## config.mk

```make
export PLATFORM = sky130hd
export DESIGN_NAME = game_core_mp
export DESIGN_NICKNAME = d
export VERILOG_FILES = /design/src/rtl/game_pkg.sv /design/src/rtl/game_core_mp_input.sv /design/src/rtl/game_core_mp.sv
export SDC_FILE = /design/constraint.sdc
export NUM_CORES = 1
export LEC_CHECK = 0
export CAP_MARGIN = 20
export CORE_AREA = 4 4 110 112
export CTS_BUF_LIST = sky130_fd_sc_hd__clkbuf_8
export DETAILED_ROUTE_END_ITERATION = 8
export DIE_AREA = 0 0 114 116
export GPL_TIMING_DRIVEN = 1
export PLACE_DENSITY = 0.82
export SYNTH_ARGS = -nofsm -noshare
export SYNTH_HDL_FRONTEND = slang
export SYNTH_SLANG_ARGS = --single-unit
```

## constraint.sdc

```tcl
create_clock -name clk_i -period 2.44 [get_ports clk_i]
set_input_delay 0.488 -clock clk_i [delete_from_list [all_inputs] [get_ports clk_i]]
set_output_delay 0.488 -clock clk_i [all_outputs]
set_load 0.02 [all_outputs]
```

## src/rtl/game_pkg.sv

```systemverilog
// game_pkg: shared types and constants for the multi-player game core.
//   game_state_e : round state encoding (IDLE=0, PLAY=1, ROUND_OVER=2)
//   H_ACTIVE/V_ACTIVE : visible raster size in pixels
//   rgb_t()      : extract one channel (0=red, 1=green, 2=blue) from a packed colour
package game_pkg;

    typedef enum logic [1:0] {
        StIdle      = 2'd0,
        StPlay      = 2'd1,
        StRoundOver = 2'd2
    } game_state_e;

    localparam int unsigned H_ACTIVE = 640;
    localparam int unsigned V_ACTIVE = 480;

    // Red occupies the most significant channel, blue the least significant.
    function automatic logic [31:0] rgb_t(input logic [95:0] color,
                                          input int unsigned color_bits,
                                          input int unsigned chan);
        int unsigned cw;
        int unsigned shamt;
        logic [95:0] mask;
        cw    = color_bits / 3;
        shamt = color_bits - (chan + 1) * cw;
        mask  = (96'd1 << cw) - 96'd1;
        return 32'((color >> shamt) & mask);
    endfunction

endpackage

```

## src/rtl/game_core_mp_input.sv

```systemverilog
// player_input_cond: per-player control conditioning.
//   clk_i, rst_ni    : pixel clock, asynchronous active-low reset
//   frame_start_i    : one-cycle pulse per frame, latches the controls
//   play_i           : high while the round is in PLAY; outputs are zero otherwise
//   move_raw_i[3:0]  : asynchronous direction buttons
//   shoot_raw_i      : asynchronous fire button
//   move_o[3:0]      : frame-stable direction
//   shoot_o          : high for one frame after a fire-button press
module player_input_cond (
    input  logic       clk_i,
    input  logic       rst_ni,
    input  logic       frame_start_i,
    input  logic       play_i,
    input  logic [3:0] move_raw_i,
    input  logic       shoot_raw_i,
    output logic [3:0] move_o,
    output logic       shoot_o
);

    logic [3:0] move_meta_q, move_sync_q, move_lat_q;
    logic       shoot_meta_q, shoot_sync_q, shoot_last_q, shoot_pulse_q;

    always_ff @(posedge clk_i or negedge rst_ni) begin
        if (!rst_ni) begin
            move_meta_q   <= 4'b0;
            move_sync_q   <= 4'b0;
            move_lat_q    <= 4'b0;
            shoot_meta_q  <= 1'b0;
            shoot_sync_q  <= 1'b0;
            shoot_last_q  <= 1'b0;
            shoot_pulse_q <= 1'b0;
        end else begin
            move_meta_q  <= move_raw_i;
            move_sync_q  <= move_meta_q;
            shoot_meta_q <= shoot_raw_i;
            shoot_sync_q <= shoot_meta_q;
            if (frame_start_i) begin
                // Edge history keeps running outside PLAY so a button held across
                // round start does not fire on the first frame.
                move_lat_q    <= move_sync_q;
                shoot_pulse_q <= shoot_sync_q & ~shoot_last_q;
                shoot_last_q  <= shoot_sync_q;
            end
        end
    end

    assign move_o  = play_i ? move_lat_q : 4'b0;
    assign shoot_o = play_i & shoot_pulse_q;

endmodule

```

## src/rtl/game_core_mp.sv

```systemverilog
// game_core_mp: N-player round control, scoring and pixel compositor.
//   clk_i, reset_i        : pixel clock, asynchronous active-low reset
//   frame_start_i         : one pulse per frame
//   display_enable_i, hpos_i, vpos_i : video timing in
//   start_i, player_move_i, player_shoot_i : asynchronous raw controls
//   map/player/bullet *_enable_i, *_rgb_i : layer inputs (player k at slice k)
//   hit_valid_i, hit_shooter_i, hit_victim_i : at most one hit event per cycle
//   player_move_o, player_shoot_o : frame-latched controls, zero outside PLAY
//   game_state_o, score_o, winner_o : round status
//   display_enable_o, hpos_o, vpos_o, red_o, green_o, blue_o : one-cycle delayed video
module game_core_mp
    import game_pkg::*;
#(
    parameter  int unsigned N_PLAYERS        = 2,
    parameter  int unsigned COLOR_BITS       = 24,
    parameter  int unsigned SCORE_W          = 4,
    parameter  int unsigned SCORE_TO_WIN     = 5,
    parameter  int unsigned ROUND_END_FRAMES = 120,
    parameter  int unsigned BORDER_PX        = 8,
    localparam int unsigned PW = (N_PLAYERS > 1) ? $clog2(N_PLAYERS) : 1,
    localparam int unsigned CW = COLOR_BITS / 3
) (
    input  logic                            clk_i,
    input  logic                            reset_i,
    input  logic                            frame_start_i,
    input  logic                            display_enable_i,
    input  logic [9:0]                      hpos_i,
    input  logic [9:0]                      vpos_i,
    input  logic                            start_i,
    input  logic [N_PLAYERS*4-1:0]          player_move_i,
    input  logic [N_PLAYERS-1:0]            player_shoot_i,
    input  logic                            map_enable_i,
    input  logic [COLOR_BITS-1:0]           map_rgb_i,
    input  logic [N_PLAYERS-1:0]            player_enable_i,
    input  logic [N_PLAYERS*COLOR_BITS-1:0] player_rgb_i,
    input  logic [N_PLAYERS-1:0]            bullet_enable_i,
    input  logic [N_PLAYERS*COLOR_BITS-1:0] bullet_rgb_i,
    input  logic                            hit_valid_i,
    input  logic [PW-1:0]                   hit_shooter_i,
    input  logic [PW-1:0]                   hit_victim_i,
    output logic [N_PLAYERS*4-1:0]          player_move_o,
    output logic [N_PLAYERS-1:0]            player_shoot_o,
    output logic [1:0]                      game_state_o,
    output logic [N_PLAYERS*SCORE_W-1:0]    score_o,
    output logic [PW-1:0]                   winner_o,
    output logic                            display_enable_o,
    output logic [9:0]                      hpos_o,
    output logic [9:0]                      vpos_o,
    output logic [CW-1:0]                   red_o,
    output logic [CW-1:0]                   green_o,
    output logic [CW-1:0]                   blue_o
);

    localparam int unsigned    CNT_W     = $clog2(ROUND_END_FRAMES + 1);
    localparam logic [CNT_W-1:0] CNT_LAST = CNT_W'(ROUND_END_FRAMES - 1);
    localparam logic [SCORE_W-1:0] WIN_SCORE = SCORE_W'(SCORE_TO_WIN);
    localparam logic [PW:0]    N_LIMIT   = (PW + 1)'(N_PLAYERS);
    localparam logic [9:0]     BORDER_LO = 10'(BORDER_PX);
    localparam logic [9:0]     H_HI      = 10'(H_ACTIVE - BORDER_PX);
    localparam logic [9:0]     V_HI      = 10'(V_ACTIVE - BORDER_PX);

    game_state_e        state_q;
    logic [SCORE_W-1:0] score_q [N_PLAYERS];
    logic [PW-1:0]      winner_q;
    logic [CNT_W-1:0]   frame_cnt_q;
    logic               start_meta_q, start_sync_q, start_last_q;

    logic               start_rise;
    logic               hit_ok;
    logic [SCORE_W-1:0] shooter_score;
    logic               play;

    assign play       = (state_q == StPlay);
    assign start_rise = start_sync_q & ~start_last_q;
    assign hit_ok     = hit_valid_i && (hit_shooter_i != hit_victim_i) &&
                        ({1'b0, hit_shooter_i} < N_LIMIT) &&
                        ({1'b0, hit_victim_i} < N_LIMIT);
    assign shooter_score = score_q[hit_shooter_i];

    // Control conditioning, one instance per player.
    for (genvar k = 0; k < N_PLAYERS; k++) begin : g_player
        player_input_cond u_cond (
            .clk_i         (clk_i),
            .rst_ni        (reset_i),
            .frame_start_i (frame_start_i),
            .play_i        (play),
            .move_raw_i    (player_move_i[k*4 +: 4]),
            .shoot_raw_i   (player_shoot_i[k]),
            .move_o        (player_move_o[k*4 +: 4]),
            .shoot_o       (player_shoot_o[k])
        );
        assign score_o[k*SCORE_W +: SCORE_W] = score_q[k];
    end

    assign game_state_o = state_q;
    assign winner_o     = winner_q;

    // Round state machine with scores, winner and round-over frame counter.
    always_ff @(posedge clk_i or negedge reset_i) begin
        if (!reset_i) begin
            state_q      <= StIdle;
            winner_q     <= '0;
            frame_cnt_q  <= '0;
            start_meta_q <= 1'b0;
            start_sync_q <= 1'b0;
            start_last_q <= 1'b0;
            for (int i = 0; i < N_PLAYERS; i++) score_q[i] <= '0;
        end else begin
            start_meta_q <= start_i;
            start_sync_q <= start_meta_q;
            start_last_q <= start_sync_q;
            unique case (state_q)
                StIdle: begin
                    if (start_rise) begin
                        for (int i = 0; i < N_PLAYERS; i++) score_q[i] <= '0;
                        winner_q <= '0;
                        state_q  <= StPlay;
                    end
                end
                StPlay: begin
                    if (hit_ok && (shooter_score != WIN_SCORE)) begin
                        score_q[hit_shooter_i] <= shooter_score + 1'b1;
                        if (shooter_score + 1'b1 == WIN_SCORE) begin
                            winner_q    <= hit_shooter_i;
                            frame_cnt_q <= '0;
                            state_q     <= StRoundOver;
                        end
                    end
                end
                StRoundOver: begin
                    if (frame_start_i) begin
                        if (frame_cnt_q == CNT_LAST) begin
                            state_q <= StIdle;
                        end else begin
                            frame_cnt_q <= frame_cnt_q + 1'b1;
                        end
                    end
                end
                default: state_q <= StIdle;
            endcase
        end
    end

    // Layer priority: lowest-index enabled bullet, then player, then map.
    logic                  in_border;
    logic                  bullet_any, player_any;
    logic [COLOR_BITS-1:0] bullet_col, player_col, pix_d;

    assign in_border = (hpos_i < BORDER_LO) || (hpos_i >= H_HI) ||
                       (vpos_i < BORDER_LO) || (vpos_i >= V_HI);

    always_comb begin
        bullet_any = 1'b0;
        bullet_col = '0;
        player_any = 1'b0;
        player_col = '0;
        // Scan high to low so the lowest enabled index is the last one written.
        for (int k = N_PLAYERS - 1; k >= 0; k--) begin
            if (bullet_enable_i[k]) begin
                bullet_any = 1'b1;
                bullet_col = bullet_rgb_i[k*COLOR_BITS +: COLOR_BITS];
            end
            if (player_enable_i[k]) begin
                player_any = 1'b1;
                player_col = player_rgb_i[k*COLOR_BITS +: COLOR_BITS];
            end
        end
        if (!display_enable_i) begin
            pix_d = '0;
        end else if ((state_q == StRoundOver) && in_border) begin
            pix_d = '1;
        end else if (bullet_any) begin
            pix_d = bullet_col;
        end else if (player_any) begin
            pix_d = player_col;
        end else if (map_enable_i) begin
            pix_d = map_rgb_i;
        end else begin
            pix_d = '0;
        end
    end

    // Single register stage keeps timing and colour aligned.
    always_ff @(posedge clk_i or negedge reset_i) begin
        if (!reset_i) begin
            display_enable_o <= 1'b0;
            hpos_o           <= 10'd0;
            vpos_o           <= 10'd0;
            red_o            <= '0;
            green_o          <= '0;
            blue_o           <= '0;
        end else begin
            display_enable_o <= display_enable_i;
            hpos_o           <= hpos_i;
            vpos_o           <= vpos_i;
            red_o            <= CW'(rgb_t(96'(pix_d), COLOR_BITS, 0));
            green_o          <= CW'(rgb_t(96'(pix_d), COLOR_BITS, 1));
            blue_o           <= CW'(rgb_t(96'(pix_d), COLOR_BITS, 2));
        end
    end

endmodule

```

==> results.yml <==
run_status:
  outcome: "completed"
logic_synthesis:
  synthArstFlopShare_pct: 100
  synth.distinct_cells: 57
  ys_seq_area_share_pct: 53.7
  synthTopCellsByArea: "dfrtp_1 54%, mux2i_1 6.1%, a221oi_1 4.4%, a21boi_0 3.9%, o31ai_1 3.9%"
  synth.largest_area_cell: "dfrtp_1"
  ys_warn_count: 0
  ys.flop_type: "dfrtp_1"
  syn-num-nets: 575
  avgSynthCellArea_sq_um: 11.2
  syn_inst: 408
  synth_top_area_share_pct: 53.7
  synth_edf_count: 0
  synth.cell_area_sq_mm: 0.00457
  ys_ff_latch: 98
floorplan:
  die_w_um: 114
  die_y_um: 116
  initial_utilization_pct: 40.7
  core_sq_mm: 0.0112
  die_area_sq_mm: 0.0132
  io_pins: 229
  std_cell_rows: 39
route:
  routed_via_density: 5.29
  wl_um: 15400
  antenna_left: 0
  drtIter0Drc: 174
  drc: 0
  vias: 4186
  firstDrtPassIters: 4
  drt-wirelength-per-cell_um: 19.4
layout:
  final_common_cell: "clkdlybuf4s50_1"
  final_cell_area_sq_mm: 0.00739
  final_nets: 811
  drive_gt1_share_pct: 9.40
  area_growth_pct: 61.9
  n_antenna_cell: 0
  mostFrequentLayoutCells: "224 x clkdlybuf4s50_1, 98 x dfrtp_1, 41 x nand2_1"
global_route:
  grt_max_degree: 76
  grt_overflow_total: 0
  antenna_found_initial: 0
  first_global_vias: 4379
  grt_pass1_wl_um: 23300
  grt_usage_pct: 23.0
power:
  leakagePower_nw: 3.14
  power_density_mw_per_mm2: 624
  peakVddDrop_mv: 0.502
timing:
  finClkSkew_ps: 6.59
  period_share_pct: 96.8
  worst_slew_pin_slew_ps: 693
  rsz0062_at_grt: "false"
  post-route-min-period_ps: 2360
  hold_ws_ps: 355
  fmax_mhz: 423
  setup_tns_ps: 0
  setup_violations: 0
  finalHoldViolCount: 0
  maxSlewViolCount: 0
  slew_headroom_pct: 53.7
worst_setup_path:
  reg2regPathDepth: 9
  path_max_fanout: 13
  reg2reg_to: "frame_cnt_q[1]"
  cp-endpoint: "player_move_o[2]"
  worstPathRequired_ps: 1950
  crit_type: "flip-flop to primary output"
  arrival_ps: 1870
  endpoint_kind: "primary output"
  startpoint_type: "flip-flop"
  timing.reg2reg.setup_slack_ps: 260
  cp-startpoint: "game_state_o[1]"
  r2r-start: "score_o[0]"
place:
  placed_area_sq_mm: 0.00714
  place.gp.congestion: 0.952
  io_buffers: 228
  hpwl_um: 12400
clocking:
  postCtsSetupBuffers: 0
  cts_max_path_buffers: 2
  cts_tree: "done"
  cts_root_buffer: "clkbuf_8"
  clkLatencyLatePin_ps: 360
  clock_sinks: 98
  cts_made_buffers: 9
  clkTransAtPathRegs_ps: 90
  htree_levels: 3
hold_path:
  hp-start: "g_player[0].u_cond.move_meta_q[3]"
  hp-class: "flip-flop to flip-flop"
  hold_path_depth: 0
job:
  maxCapViolations: 0
## worst max-delay path, stage by stage (launching register included)
cell and delay, ps:
dfrtp_1 390, and2b_4 350, and2_1 160, clkdlybuf4s50_1 610
## Yosys cell counts (all sizes together) (3+ instances only)
| cell | number |
|---|---|
| a21boi | 24 |
| a21o | 3 |
| a21oi | 5 |
| a221oi | 23 |
| a22o | 4 |
| and2 | 10 |
| and2b | 3 |
| buf | 5 |
| clkbuf | 23 |
| dfrtp | 98 |
| ha | 4 |
| inv | 8 |
| mux2 | 10 |
| mux2i | 28 |
| nand2 | 42 |
| nand4 | 3 |
| nor2 | 11 |
| nor2b | 26 |
| nor3 | 4 |
| o21ai | 10 |
| o22ai | 3 |
| o31ai | 26 |
## per-layer routing
layer | vias up | track usage (%) | share of wire (%)
li1 | 1959 | - | -
met1 | 2035 | 26.5 | 37
met3 | 20 | 9.50 | 9.6
met4 | 0 | 6.33 | 1.8
met5 | - | 0 | 0
met2 | 172 | 39.8 | 52
## cells by family (layout without fill, tap and decap cells)
group                    count (synthesis)  in the layout  synth area share, %
AO/OA/AOI/OAI                          113            113                 19.1
adder cells (fa/ha/maj)                  4              4                 1.10
buffers and inverters                   36            277                 3.37
flip-flops                              98             98                 53.7
multiplexers                            38             38                 8.69
AND/OR/NAND/NOR                        119            119                 14.0
## through the flow
stage                     cells  power, W  utilization [%]  setup WS (ps)
after floorplan             408   0.00260                -           5.56
after detailed placement    775   0.00346             63.6           -451
after CTS                   792   0.00466             65.8           13.9
after global placement      775   0.00343             63.6           -331
after global routing        792   0.00485             65.9           6.10
final                       792   0.00461             65.9           78.1
## worst min path at each step
stage	to	slack [ps]
3_3_place_gp	g_player[0].u_cond.move_sync_q[2]	330
5_1_grt	g_player[0].u_cond.move_sync_q[3]	370
2_1_floorplan	blue_o[0]	190
4_1_cts	g_player[1].u_cond.move_sync_q[3]	360
6_report	g_player[0].u_cond.move_sync_q[3]	350
3_5_place_dp	g_player[0].u_cond.shoot_sync_q	340
## timing repair
action	in CTS	in global routing
endpoints found under the setup margin	6	2
hold buffers	1	0
hold endpoints to repair	16	0
gates resized for setup	2	2
pin swaps	0	0
## layout make-up
class | count | area, sq um
Sequential cell | 98 | 2450
Multi-Input combinational cell | 274 | 1960
Inverter | 8 | 30.0
Fill cell | 890 | 3830
Clock buffer | 10 | 138
Timing Repair Buffer | 253 | 2540
Tap cell | 143 | 179
Clock inverter | 6 | 97.6
## where the power goes
group,internal [W],total [W],switching (W)
Clock,0.000619,0.00118,0.000565
Combinational,0.000828,0.00154,0.000709
Sequential,0.00178,0.00189,0.000112
## state kept, by name, indices dropped and copies added, names as in the netlist, 7 cells and up
register,count
frame_cnt_q,7
g_player.u_cond.move_meta_q,8
g_player.u_cond.move_lat_q,8
hpos_o,10
blue_o,8
score_o,8
vpos_o,10
g_player.u_cond.move_sync_q,8
green_o,8
red_o,8
(Power assumes the default switching activity.)
